--- config.mk ---
export PLATFORM = sky130hd
export DESIGN_NAME = hazard_scoreboard
export DESIGN_NICKNAME = d
export VERILOG_FILES = /design/src/rtl/hazard_scoreboard_pkg.sv /design/src/rtl/hazard_scoreboard_decode.sv /design/src/rtl/hazard_scoreboard.sv
export SDC_FILE = /design/constraint.sdc
export NUM_CORES = 1
export LEC_CHECK = 0
export ABC_AREA = 0
export BUFFER_PORTS_ARGS = -buffer_cell sky130_fd_sc_hd__buf_4
export CORE_MARGIN = 8
export CORE_UTILIZATION = 40
export CTS_CLUSTER_DIAMETER = 50
export DETAILED_ROUTE_END_ITERATION = 7
export PLACE_DENSITY_LB_ADDON = 0.2
export RECOVER_POWER = 50
export SLEW_MARGIN = 25
export SYNTH_ARGS = -nofsm -noshare
export SYNTH_HDL_FRONTEND = slang
export SYNTH_SLANG_ARGS = --single-unit
--- constraint.sdc ---
create_clock -name clk -period 3.8 [get_ports clk]
set_clock_uncertainty 0.1 [all_clocks]
set_input_delay 0.76 -clock clk [delete_from_list [all_inputs] [get_ports clk]]
set_output_delay 0.76 -clock clk [all_outputs]
set_load 0.01 [all_outputs]
--- src/rtl/hazard_scoreboard_pkg.sv ---
// Shared types and constants for the pipeline hazard scoreboard:
// RV32I opcodes, in-flight stage entry layout and decode results.
package hazard_scoreboard_pkg;

  localparam logic [6:0] OPC_LUI       = 7'b0110111;
  localparam logic [6:0] OPC_AUIPC     = 7'b0010111;
  localparam logic [6:0] OPC_JAL       = 7'b1101111;
  localparam logic [6:0] OPC_JALR      = 7'b1100111;
  localparam logic [6:0] OPC_BRANCH    = 7'b1100011;
  localparam logic [6:0] OPC_LOAD      = 7'b0000011;
  localparam logic [6:0] OPC_STORE     = 7'b0100011;
  localparam logic [6:0] OPC_ARI_ITYPE = 7'b0010011;
  localparam logic [6:0] OPC_ARI_RTYPE = 7'b0110011;

  localparam int REG_W = 5;

  // Forwarding select value meaning "read the register file".
  localparam int FWD_REGFILE = 0;

  typedef enum logic [3:0] {
    CLS_RTYPE,
    CLS_ITYPE,
    CLS_LOAD,
    CLS_STORE,
    CLS_BRANCH,
    CLS_JAL,
    CLS_JALR,
    CLS_UPPER,
    CLS_NONE
  } inst_class_e;

  typedef struct packed {
    logic             valid;
    logic [REG_W-1:0] rd;
    logic             is_load;
  } stage_entry_t;

  typedef struct packed {
    logic uses_rs1;
    logic uses_rs2;
    logic writes_rd;
    logic is_load;
  } decode_t;

endpackage

--- src/rtl/hazard_scoreboard_decode.sv ---
// Opcode classifier: which source registers an instruction reads,
// whether it writes rd, and whether its result comes from memory.
module hazard_scoreboard_decode
  import hazard_scoreboard_pkg::*;
(
  input  logic [6:0] opcode,
  output decode_t    info
);

  inst_class_e inst_class;

  always_comb begin
    inst_class = CLS_NONE;
    case (opcode)
      OPC_ARI_RTYPE: inst_class = CLS_RTYPE;
      OPC_ARI_ITYPE: inst_class = CLS_ITYPE;
      OPC_LOAD:      inst_class = CLS_LOAD;
      OPC_STORE:     inst_class = CLS_STORE;
      OPC_BRANCH:    inst_class = CLS_BRANCH;
      OPC_JAL:       inst_class = CLS_JAL;
      OPC_JALR:      inst_class = CLS_JALR;
      OPC_LUI,
      OPC_AUIPC:     inst_class = CLS_UPPER;
      default:       inst_class = CLS_NONE;
    endcase
  end

  always_comb begin
    info = '0;
    case (inst_class)
      CLS_RTYPE:  info = '{uses_rs1: 1'b1, uses_rs2: 1'b1, writes_rd: 1'b1, is_load: 1'b0};
      CLS_ITYPE:  info = '{uses_rs1: 1'b1, uses_rs2: 1'b0, writes_rd: 1'b1, is_load: 1'b0};
      CLS_LOAD:   info = '{uses_rs1: 1'b1, uses_rs2: 1'b0, writes_rd: 1'b1, is_load: 1'b1};
      CLS_STORE:  info = '{uses_rs1: 1'b1, uses_rs2: 1'b1, writes_rd: 1'b0, is_load: 1'b0};
      CLS_BRANCH: info = '{uses_rs1: 1'b1, uses_rs2: 1'b1, writes_rd: 1'b0, is_load: 1'b0};
      CLS_JAL:    info = '{uses_rs1: 1'b0, uses_rs2: 1'b0, writes_rd: 1'b1, is_load: 1'b0};
      CLS_JALR:   info = '{uses_rs1: 1'b1, uses_rs2: 1'b0, writes_rd: 1'b1, is_load: 1'b0};
      CLS_UPPER:  info = '{uses_rs1: 1'b0, uses_rs2: 1'b0, writes_rd: 1'b1, is_load: 1'b0};
      default:    info = '0;
    endcase
  end

endmodule

--- src/rtl/hazard_scoreboard.sv ---
// Hazard unit: tracks destination registers of in-flight instructions and
// produces per-source forwarding selects plus a load-use stall request.
module hazard_scoreboard
  import hazard_scoreboard_pkg::*;
#(
  parameter int DEPTH    = 2,
  parameter int LOAD_LAT = 2,
  parameter int SEL_W    = $clog2(DEPTH + 1)
) (
  input  logic             clk,
  input  logic             reset_n,
  input  logic             issue_valid,
  input  logic [31:0]      issue_inst,
  input  logic             flush,
  output logic             stall,
  output logic [SEL_W-1:0] fwd_sel_rs1,
  output logic [SEL_W-1:0] fwd_sel_rs2,
  output logic [31:0]      stall_count
);

  stage_entry_t     entries [1:DEPTH];
  stage_entry_t     new_entry;
  decode_t          dec;
  logic [REG_W-1:0] rd;
  logic [REG_W-1:0] rs1;
  logic [REG_W-1:0] rs2;
  logic [1:0]       src_stall;
  logic [SEL_W-1:0] src_sel [2];
  logic             unused_inst_bits;

  assign rd  = issue_inst[11:7];
  assign rs1 = issue_inst[19:15];
  assign rs2 = issue_inst[24:20];
  assign unused_inst_bits = ^{issue_inst[31:25], issue_inst[14:12]};

  hazard_scoreboard_decode u_decode (
    .opcode (issue_inst[6:0]),
    .info   (dec)
  );

  for (genvar s = 0; s < 2; s++) begin : g_src
    logic [REG_W-1:0] src_reg;
    logic             src_used;
    logic [DEPTH:1]   match;
    int               hit_stage;
    logic             hit_load;

    assign src_reg  = (s == 0) ? rs1 : rs2;
    assign src_used = ((s == 0) ? dec.uses_rs1 : dec.uses_rs2) && (src_reg != '0);

    for (genvar k = 1; k <= DEPTH; k++) begin : g_stage
      assign match[k] = entries[k].valid && (entries[k].rd == src_reg);
    end

    // Scan oldest to youngest so the youngest match is the one that sticks.
    always_comb begin
      hit_stage = 0;
      hit_load  = 1'b0;
      for (int k = DEPTH; k >= 1; k--) begin
        if (match[k]) begin
          hit_stage = k;
          hit_load  = entries[k].is_load;
        end
      end
    end

    assign src_stall[s] = src_used && (hit_stage != 0) && hit_load && (hit_stage < LOAD_LAT);
    assign src_sel[s]   = (src_used && !src_stall[s]) ? SEL_W'(hit_stage) : SEL_W'(FWD_REGFILE);
  end

  assign stall       = issue_valid && !flush && (|src_stall);
  assign fwd_sel_rs1 = stall ? SEL_W'(FWD_REGFILE) : src_sel[0];
  assign fwd_sel_rs2 = stall ? SEL_W'(FWD_REGFILE) : src_sel[1];

  always_comb begin
    new_entry = '0;
    if (issue_valid && !stall && !flush && dec.writes_rd && (rd != '0)) begin
      new_entry.valid   = 1'b1;
      new_entry.rd      = rd;
      new_entry.is_load = dec.is_load;
    end
  end

  // Stage DEPTH falls off the end: it is writing the register file this cycle.
  always_ff @(posedge clk) begin
    if (!reset_n) begin
      for (int k = 1; k <= DEPTH; k++) begin
        entries[k] <= '0;
      end
    end else begin
      for (int k = DEPTH; k >= 2; k--) begin
        entries[k] <= entries[k-1];
      end
      entries[1] <= new_entry;
    end
  end

  always_ff @(posedge clk) begin
    if (!reset_n) begin
      stall_count <= '0;
    end else if (stall && (stall_count != '1)) begin
      stall_count <= stall_count + 32'd1;
    end
  end

endmodule

# Word level (Yosys, flattened, before mapping)
# Memories as Yosys holds them, arrays and structs flattened.
# Cells that the tools add are included.
# word_totals
reg_bits	32
latch_bits	0
ram_bits	14
romBits	32
inputBits	36
out_inout_bits	37
word_cells	73
n_memories	2
# mem_list
memory	words	width	rd	rd_clocked_by_memory_dff	write_ports	line	text
(name not given)	8	4	1	0	0	hazard_scoreboard_decode.sv:30	case (inst_class)
entries	2	7	2	0	2	hazard_scoreboard.sv:21	stage_entry_t entries [1:DEPTH];
# classes
addsub	1
mul	0
n_div	0
order_cmp	2
n_eq_ne	14
n_shift	0
n_mux	19
bitwise_logic	2
n_reduce_logical	32
# op_table
op	count
$lt 32x3->1 const B	2
$mux 32	2
$reduce_bool 32->1	2
$add 32x1->32 const B	1
$ne 32x32->1 const B	1
$pmux 4 s8	1
$eq 7x6->1 const B	3
$eq 7x7->1 const B	3
$logic_and 1x1->1	21
$mux 7	3
$eq 5x5->1	4
$reduce_bool 5->1	3
$eq 7x5->1 const B	2
$mux 2	6
$eq 7x2->1 const B	1
$mux 1	6
$logic_not 1->1	4
$mux 4	1
$reduce_or 2->1	2
$or 1x1->1	2

# Depth between registers and ports, before layout
# Gate-level depths: netlist (run 1).
# An unclocked memory read counts as a cell.
# depth
word_depth	18
mapped_depth	12
mapped_depth_nobuf	10

# Cells and area by module
# A second synthesis (run 1) with hierarchy kept.
# hier_totals
cells_unflattened	311
area_unflattened_um2	2641.3
# by_module_without_submodules
mod	n_inst	cells_per_inst	area_per_inst_um2	seq_area_each_um2
hazard_scoreboard	1	281	2428.6	900.9
hazard_scoreboard_decode	1	30	212.7	0.0

# Least setup slack after synthesis (run 1)
# OpenSTA, ideal clock, no wires.
# synth_path
path_type	in2out
from	input port issue_inst[3]
to	output port fwd_sel_rs1[1]
arrival_ps	2875
required_time_ps	2940
slack_ps	65
cell_stages	11
path_buffers	2
cell_sequence	nor3b_1 > o21ai_1 > a21o_1 > ha_1 > a31o_1 > o32a_1 > or2_1 > clkbuf_1 > buf_2 > inv_2 > nor4_1
# synth_via
word_cells_on_any_way	27
cone_classes	9 x eq/ne; 4 x mux; 13 x reduce/logical; 1 x memory
# synth_rtl
element	line	text
from (decl)	hazard_scoreboard.sv:13	input logic [31:0] issue_inst,
$eq 7x6->1 / $eq 7x5->1 (equally long branches)	hazard_scoreboard_decode.sv:14	case (opcode)
$reduce_or 2->1	hazard_scoreboard_decode.sv:14	
$pmux 4 s8 *	hazard_scoreboard_decode.sv:14	
$mem_v2 8x4	-	
$mux 4 *	hazard_scoreboard_decode.sv:30	
$logic_and 1x1->1	hazard_scoreboard.sv:49	assign src_used = ((s == 0) ? dec.uses_rs1 : dec.uses_rs2) && (src_reg != '0);
$logic_and 1x1->1 (3 in series)	hazard_scoreboard.sv:67	assign src_stall[s] = src_used && (hit_stage != 0) && hit_load && (hit_stage < LOAD_LAT);
$reduce_or 2->1 *	hazard_scoreboard.sv:71	assign stall = issue_valid && !flush && (|src_stall);
$logic_and 1x1->1 *	hazard_scoreboard.sv:71	
named net stall	hazard_scoreboard.sv:15	output logic stall,
$mux 2 *	hazard_scoreboard.sv:72	assign fwd_sel_rs1 = stall ? SEL_W'(FWD_REGFILE) : src_sel[0];
to (decl)	hazard_scoreboard.sv:16	output logic [SEL_W-1:0] fwd_sel_rs1,
# Mark *: on every way through the listed nets, which the timed path passes. The rest lies on a longest branch.

# Worst setup path after layout (run 1)
# layout_path
from	input port issue_inst[4]
to	output port fwd_sel_rs1[1]
# layout_via
elab_chain_cells	13
word_cells_on_any_way	27
cone_classes	9 x eq/ne; 4 x mux; 13 x reduce/logical; 1 x memory
# layout_lines
element	line	text
$eq 7x6->1 / $eq 7x5->1 (equally long branches)	hazard_scoreboard_decode.sv:14	
$reduce_or 2->1	hazard_scoreboard_decode.sv:14	
$pmux 4 s8 *	hazard_scoreboard_decode.sv:14	
$mem_v2 8x4	-	
$mux 4 *	hazard_scoreboard_decode.sv:30	
$logic_and 1x1->1	hazard_scoreboard.sv:49	
$logic_and 1x1->1 (3 in series)	hazard_scoreboard.sv:67	
$logic_not 1->1	hazard_scoreboard.sv:68	assign src_sel[s] = (src_used && !src_stall[s]) ? SEL_W'(hit_stage) : SEL_W'(FWD_REGFILE);
$logic_and 1x1->1	hazard_scoreboard.sv:68	
$mux 2	hazard_scoreboard.sv:68	
$mux 2 *	hazard_scoreboard.sv:72	
# Every way passes the cells marked *; elsewhere a longest branch is shown, timed or not.

==> results of run 1 <==
[final cells by class]
cell class | instances | area [um2]
Clock buffer | 7 | 96.3
Clock inverter | 1 | 8.76
Fill cell | 641 | 3160
Inverter | 12 | 45.0
Multi-Input combinational cell | 238 | 1560
Sequential cell | 45 | 901
Tap cell | 77 | 96.3
Timing Repair Buffer | 67 | 375
[what timing repair did]
action / CTS / global route
setup endpoints to repair: 0 / 1
buffers inserted: 0 / 0
resized for setup: 0 / 1
[sequential cells by signal (all words and copies together) (netlist names)]
name,cells
stall_count,32
entries,13
[kinds of logic after synthesis]
family	after synthesis	share of synthesized area
buf+inv	21	0.0315
xor+xnor	29	0.100
mux	6	0.0237
fa+ha+maj	4	0.0197
flops	45	0.355
simple gates	146	0.336
compound gates	53	0.134
[per-layer routing]
metal  GRT usage  vias to the layer above  wire (um)
met5           0                        -          0
met4      0.0410                        0         55
met3      0.0378                        6        308
met2       0.245                       50       3110
met1       0.184                     1157       3060
li1            -                     1256          -
[per-stage QoR]
step	worst slack (ps)	total power, mW
2_1_floorplan	64.9	0.513
3_3_place_gp	162	0.547
3_5_place_dp	137	0.549
4_1_cts	130	0.884
5_1_grt	72.6	0.913
6_report	149	0.874
[synthesized netlist by cell type (2+ instances only)]
library cell / number
o41ai_1: 2
o21ai_0: 7
inv_1: 10
nor4_2: 2
o31ai_1: 9
clkbuf_1: 8
a21o_1: 3
inv_2: 2
nand2_1: 20
and3_1: 4
xnor2_1: 16
mux2i_1: 6
or3_1: 8
and3b_1: 3
or4_1: 11
nand2b_1: 7
and4_1: 3
and4b_1: 2
o21ai_1: 3
a21oi_1: 19
ha_1: 4
nand4_1: 10
nor4_1: 9
dfxtp_1: 45
xor2_1: 13
nor3b_1: 3
and2_1: 12
nand3_1: 20
nor2_1: 19
nor3_1: 5
[final timing paths]
path                            slack (ps)                            to
worst max-delay path                   150                fwd_sel_rs1[1]
worst max register to register         880  stall_count[15]$_SDFFE_PN0P_
worst min-delay path                   400      entries[2][6]$_SDFF_PN0_
worst min register to register         400      entries[2][6]$_SDFF_PN0_
[critical path, cell delays in order]
cell and delay (ps):
buf_4 140, nand2b_1 150, o21ai_0 150, nand2_1 70, a21o_1 210, ha_1 290, a31o_1 180, o32a_1 300
or2_1 250, inv_2 80, nor4_1 50, buf_4 160
[power groups by stage]
stage                     sequential [mW]  clock (mW)  combinational [mW]
after floorplan                     0.483           0              0.0295
after global placement              0.483           0              0.0640
after detailed placement            0.483           0              0.0654
after CTS                           0.472       0.346              0.0656
after global routing                0.472       0.369              0.0718
final                               0.472       0.337              0.0651
==> impl_metrics.toml, run 1 <==
[run_status]
status = "finished, final reports clean"

[power_and_ir_drop]
netSwitchingPower_mw = 0.203
combPwrFrac = 0.074
p_clk_frac = 0.386
peakVddDrop_v = 0.000177
p_leak_nw = 1.08
switching_share = 0.232
p_int_mw = 0.671
powerDensity_nw_per_um2 = 283
pwr-share-seq = 0.540

[worst_setup_path]
crit_arrival_ps = 2790
worstSetupEndpointType = "primary output"
crit_required_ps = 2940
startpoint = "issue_inst[4]"
timing.rr.start = "entries[1][3]$_SDFF_PN0_"
critical_path_class = "in -> out"
path_max_fanout = 9
r2r_cells = 9
cp-start-kind = "input pin"

[global_routing]
grt_overflow_total = 0
grt_pass1_vias = 2401
grt_max_degree = 28
grt_pass1_wl_um = 10900
grt.total_usage = 0.148
antenna_found_initial = 0

[timing]
whs_ps = 396
timing.fmax_mhz = 274
slew_headroom = 0.442
max_slew.worst_pin.slew_ps = 836
finalHoldViolations = 0
fin_crit_sh = 0.961
layout_min_cycle_time_ps = 3650
final-setup-viol-count = 0
slew_violations = 0
rsz0062_at_grt = "false"
fin_setup_tns_ps = 0

[logic_synthesis]
synthFlopType = "dfxtp_1"
synth-edff-count = 0
syn_nets = 344
ys_warn_count = 0
async_reset_ff_frac = 0
avgSynthCellArea_um2 = 8.35
synthTopCellsByArea = "dfxtp_1, xnor2_1, xor2_1"
yosysUniqueCellTypes = 49
syn-cell-area_um2 = 2540
yosys.area.top_type = "dfxtp_1"
synth_top_cell_area_share = 0.355
ys_ff_latch = 45
synthCells = 304
ys_seq_area_frac = 0.355

[place]
dpl_cell_area_um2 = 3100
place.gp.congestion = 0.802
dp_cells = 439
hpwl_um = 4970
portBuffers = 62

[clock_network]
cts_hold_buf = 0
ctsHtreeMaxLevel = 2
cts-root-buf = "clkbuf_8"
cts_tree = "yes"
clock_latency_ps = 300
ctsLongestPathBuffers = 2
numCtsBuffers = 5
cts.sinks = 45
clk_pin_slew_worst_paths_ps = 80

[cells_and_area]
layout-drive-gt1-share = 0.132
final_common_cell = "dfxtp_1"
antenna_cells = 0
instances_no_fill = 447
final_cell_mix = "dfxtp_1, clkbuf_1, buf_4, nand3_1, nand2_1"
area_growth_pct = 21.5
final_area_um2 = 3090
postLayoutCoreUtil = 0.494
nets = 409

[drt]
viasPerCell = 5.52
first_pass_iters = 4
drc = 0
num_vias = 2469
drt_iter0_drc = 106
ant_nets = 0
routed_wl_um = 6540
wl_per_cell_um = 14.6

[hold_path]
hp-class = "reg -> reg"
hold_depth = 1
min_from = "entries[1][6]$_SDFF_PN0_"

[die]
die_h_um = 95.7
dieArea_um2 = 9150
rows = 29
ios = 73
initial_core_util = 0.407
core_um2 = 6240
die_w_um = 95.7

[flow_run]
max-cap-violations = 0
Note: power is estimated with default switching activity, not from simulation.
==> inputs of run 2 (changes only) <==
- clock period: 3.8 -> 3.9 ns (I/O delays scaled with it)
==> impl_metrics.toml, run 2 (synthesis results as in run 1) <==
[run_status]
status = "finished, final reports clean"

[worst_setup_path]
cp_common_cell = "buf_4"
r2r_cells = 9
crit_required_ps = 3020
cp-start-kind = "input pin"
path_cells = "buf_4, nand2b_1, o21ai_0, nand2_1, a21o_1, ha_1, a31o_1, o32a_1, or2_1, inv_2, nor4_1, buf_4"
r2r-end = "stall_count[17]$_SDFFE_PN0P_"
cp-endpoint = "fwd_sel_rs1[1]"
critical_path_class = "in -> out"
slowest_delay_ps = 300
r2r_slack_ps = 1000
cpMaxStageDelayCell = "o32a_1"
crit_arrival_ps = 2820
startpoint = "issue_inst[4]"
path_max_fanout = 9
timing.rr.start = "entries[1][3]$_SDFF_PN0_"
worstSetupEndpointType = "primary output"

[cells_and_area]
area_growth_pct = 21.2
final_common_cell = "dfxtp_1"
layout-drive-gt1-share = 0.128
reg.largest.list = "stall_count x32, entries x13"
nets = 407
antenna_cells = 0
nFillCells = 643
final-seq-area_um2 = 901
largest_reg_flops = 32
largest_register = "stall_count"
multiInputGateArea_um2 = 1560
final_cell_mix = "dfxtp_1, clkbuf_1, buf_4, nand3_1, nand2_1"

[global_routing]
met3_usage = 0.0402
grt_use_met2 = 0.236
grt.total_usage = 0.142
grt_pass1_vias = 2258
globalRouteMet1Util = 0.177
antenna_found_initial = 0
grt_max_degree = 28
grt.busiest_layer = "met2"
grt_pass1_wl_um = 10500
grt_overflow_total = 0

[drt]
first_pass_iters = 4
drt_iter0_drc = 114
wl_per_cell_um = 14.6
drc = 0
viasPerCell = 5.49
num_vias = 2445
ant_nets = 0
routed_wl_um = 6490

[die]
die_w_um = 95.7
core_um2 = 6240
dieArea_um2 = 9150
rows = 29
ios = 73
initial_core_util = 0.407
die_h_um = 95.7

[clock_network]
post_cts_buffers = 0
cts-root-buf = "clkbuf_8"
cts_tree = "yes"
ctsHtreeMaxLevel = 2
clk_pin_slew_worst_paths_ps = 100
cts.sinks = 45
cts_hold_buf = 0
clock_latency_ps = 300
ctsLongestPathBuffers = 2
numCtsBuffers = 5

[power_and_ir_drop]
combPwrFrac = 0.071
p_clk_frac = 0.408
peakVddDrop_v = 0.000206
pwr-share-seq = 0.520
p_int_mw = 0.682
powerDensity_nw_per_um2 = 287
netSwitchingPower_mw = 0.202
switching_share = 0.228
p_leak_nw = 1.08

[flow_run]
max-cap-violations = 0

[timing]
setup_slack_ps = 198
timing.fmax_mhz = 270
final-setup-viol-count = 0
finalHoldViolations = 0
fin_crit_sh = 0.949
slew_violations = 0
whs_ps = 397
layout_min_cycle_time_ps = 3700
slew_headroom = 0.456
fin_setup_tns_ps = 0
rsz0062_at_grt = "false"
max_slew.worst_pin.slew_ps = 817

[place]
place.gp.congestion = 0.804
portBuffers = 62
dp_slack_ps = 119
hpwl_um = 4920

[hold_path]
hp-class = "reg -> reg"
[run 2: layout make-up]
| class | count | share of cell area |
|---|---|---|
| Multi-Input combinational cell | 238 | 0.508 |
| Sequential cell | 45 | 0.293 |
| Timing Repair Buffer | 65 | 0.117 |
| Tap cell | 77 | 0.0313 |
| Clock buffer | 5 | 0.0224 |
| Inverter | 12 | 0.0146 |
| Clock inverter | 3 | 0.0142 |
[run 2: worst min path at each step]
stage | start | end | depth (start not counted)
floorplan | entries[1][6]$_SDFF_PN0_ | entries[2][6]$_SDFF_PN0_ | 1
global placement | entries[1][6]$_SDFF_PN0_ | entries[2][6]$_SDFF_PN0_ | 1
detailed placement | entries[1][6]$_SDFF_PN0_ | entries[2][6]$_SDFF_PN0_ | 1
CTS | entries[1][6]$_SDFF_PN0_ | entries[2][6]$_SDFF_PN0_ | 1
global route | entries[1][6]$_SDFF_PN0_ | entries[2][6]$_SDFF_PN0_ | 1
finish | stall_count[9]$_SDFFE_PN0P_ | stall_count[9]$_SDFFE_PN0P_ | 2
[run 2: layer usage]
metal | routed length, um | share of wire
met1 | 3030 | 0.47
met2 | 3080 | 0.47
met3 | 337 | 0.052
met4 | 43 | 0.0066
met5 | 0 | 0
[run 2: power groups by stage]
stage                     Combinational (mW)  Sequential (mW)  Clock [mW]
after CTS                             0.0634            0.460       0.369
after global placement                0.0618            0.471           0
after global routing                  0.0686            0.460       0.394
after floorplan                       0.0288            0.471           0
after detailed placement              0.0631            0.471           0
final                                 0.0630            0.460       0.361
[run 2: stage by stage]
stage / utilization / cell area, um2 / total power [mW] / cells
finish: 0.493 / 3080 / 0.884 / 445
floorplan: - / 2540 / 0.499 / 304
global placement: 0.495 / 3090 / 0.533 / 437
CTS: 0.513 / 3200 / 0.893 / 445
global route: 0.493 / 3080 / 0.923 / 445
detailed placement: 0.495 / 3090 / 0.534 / 437
[run 2: repair_timing]
action                                  in CTS  in global routing
resized for setup                            0                  1
endpoints found under the hold margin        0                  0
endpoints found under the setup margin       0                  3
[run 2: critical path: cells and delay by family]
family	cells	cell delay, ps
AO/OA/AOI/OAI	4	840
AND/OR/NAND/NOR	4	540
buffers and inverters	3	370
adder cells (fa/ha/maj)	1	290
==> inputs of run 3 (changes only) <==
- CORE_MARGIN: 8 -> not set
- RECOVER_POWER: 50 -> not set
==> impl_metrics.toml, run 3 (synthesis results as in run 1) <==
[worst_setup_path]
path_max_fanout = 9
r2r-end = "stall_count[17]$_SDFFE_PN0P_"
r2r_cells = 9
worstSetupEndpointType = "primary output"
critical_path_class = "in -> out"
r2r_slack_ps = 1150
crit_required_ps = 3020
cp-start-kind = "input pin"
timing.rr.start = "entries[1][3]$_SDFF_PN0_"
crit_arrival_ps = 2800

[cells_and_area]
nFillCells = 581
reg.largest.list = "stall_count x32, entries x13"
largest_reg_flops = 32
nets = 407
area_growth_pct = 25.0
multiInputGateArea_um2 = 1560
layout-drive-gt1-share = 0.215
antenna_cells = 0
final-seq-area_um2 = 901
final_area_um2 = 3170
final_common_cell = "buf_4"
largest_register = "stall_count"
final_cell_mix = "buf_4, dfxtp_1, nand3_1, nand2_1"

[global_routing]
grt_overflow_total = 0
antenna_found_initial = 0
grt_pass1_wl_um = 10200
grt_pass1_vias = 2193
grt_max_degree = 28
grt.total_usage = 0.196

[power_and_ir_drop]
netSwitchingPower_mw = 0.188
powerDensity_nw_per_um2 = 254
peakVddDrop_v = 0.000161
pwr-share-seq = 0.571
p_int_mw = 0.617
combPwrFrac = 0.078
p_clk_frac = 0.350
total_power_mw = 0.805
p_leak_nw = 1.20
switching_share = 0.233

[drt]
num_vias = 2420
drt_iter0_drc = 117
routed_wl_um = 6040
viasPerCell = 5.46
ant_nets = 0
wl_per_cell_um = 13.6
drc = 0
first_pass_iters = 4

[timing]
finalHoldViolations = 0
final-setup-viol-count = 0
layout_min_cycle_time_ps = 3680
slew_headroom = 0.507
setup_slack_ps = 219
whs_ps = 393
max_slew.worst_pin.slew_ps = 730
slew_violations = 0
rsz0062_at_grt = "false"
fin_crit_sh = 0.944
fin_setup_tns_ps = 0
timing.fmax_mhz = 272

[clock_network]
cts_tree = "yes"
clk_pin_slew_worst_paths_ps = 80
numCtsBuffers = 5
cts-root-buf = "clkbuf_8"
cts_hold_buf = 0
clock_latency_ps = 300
cts.sinks = 45
ctsLongestPathBuffers = 2
ctsHtreeMaxLevel = 2

[die]
die_h_um = 81.7
die_w_um = 81.7
dieArea_um2 = 6670
ios = 73
rows = 28
core_um2 = 6030
initial_core_util = 0.421

[flow_run]
max-cap-violations = 0

[hold_path]
min_from = "entries[1][6]$_SDFF_PN0_"
hp-class = "reg -> reg"
hold_depth = 1
hold_end = "entries[2][6]$_SDFF_PN0_"

[place]
dp_slack_ps = 149
dpl_cell_area_um2 = 3090
portBuffers = 62
place.gp.congestion = 0.822
hpwl_um = 4460

[run_status]
status = "finished, final reports clean"
## run 3: layout make-up
cell class              instances  area share
multi-input cells             238       0.492
well taps                      75      0.0296
clock buffers                   7      0.0240
flip-flops and latches         45       0.284
inverters                      12      0.0142
clock inverters                 1     0.00237
repair buffers                 65       0.154
## run 3: timing repair
item / CTS / global route
endpoints found under the setup margin: 0 / 1
buffers inserted: 0 / 0
gates resized for setup: 0 / 1
## run 3: metal layers
| layer | part of all wire | up-vias | GRT usage |
|---|---|---|---|
| met3 | 0.043 | 10 | 0.0467 |
| met4 | 0.013 | 0 | 0.0596 |
| met2 | 0.45 | 41 | 0.312 |
| met5 | 0 | - | 0 |
| met1 | 0.49 | 1124 | 0.260 |
| li1 | - | 1245 | - |
## run 3: critical path, stage by stage
cell	delay, ps
buf_4	140
nand2b_1	150
o21ai_0	150
nand2_1	70
a21o_1	210
ha_1	290
a31o_1	180
o32a_1	300
or2_1	250
inv_2	80
nor4_1	50
buf_4	150
## run 3: how the worst max path moves through the flow
stage / start / depth (start not counted) / end / slack [ps]
2_1_floorplan: issue_inst[3] / 11 / fwd_sel_rs1[1] / 120
3_3_place_gp: issue_inst[6] / 11 / fwd_sel_rs1[1] / 180
3_5_place_dp: issue_inst[3] / 11 / fwd_sel_rs1[1] / 150
4_1_cts: issue_inst[3] / 11 / fwd_sel_rs1[1] / 150
5_1_grt: issue_inst[4] / 12 / fwd_sel_rs1[1] / 30
6_report: issue_inst[4] / 12 / fwd_sel_rs1[1] / 220
## run 3: metrics by stage
| step | instances | utilization |
|---|---|---|
| after floorplan | 304 | - |
| final | 443 | 0.527 |
| after detailed placement | 435 | 0.512 |
| after global placement | 435 | 0.512 |
| after global routing | 443 | 0.527 |
| after CTS | 443 | 0.526 |
## run 3: power groups by stage
stage | clock [mW] | combinational (mW) | sequential (mW)
2_1_floorplan | 0 | 0.0288 | 0.471
3_3_place_gp | 0 | 0.0613 | 0.471
3_5_place_dp | 0 | 0.0626 | 0.471
4_1_cts | 0.292 | 0.0629 | 0.460
5_1_grt | 0.314 | 0.0701 | 0.460
6_report | 0.282 | 0.0632 | 0.460
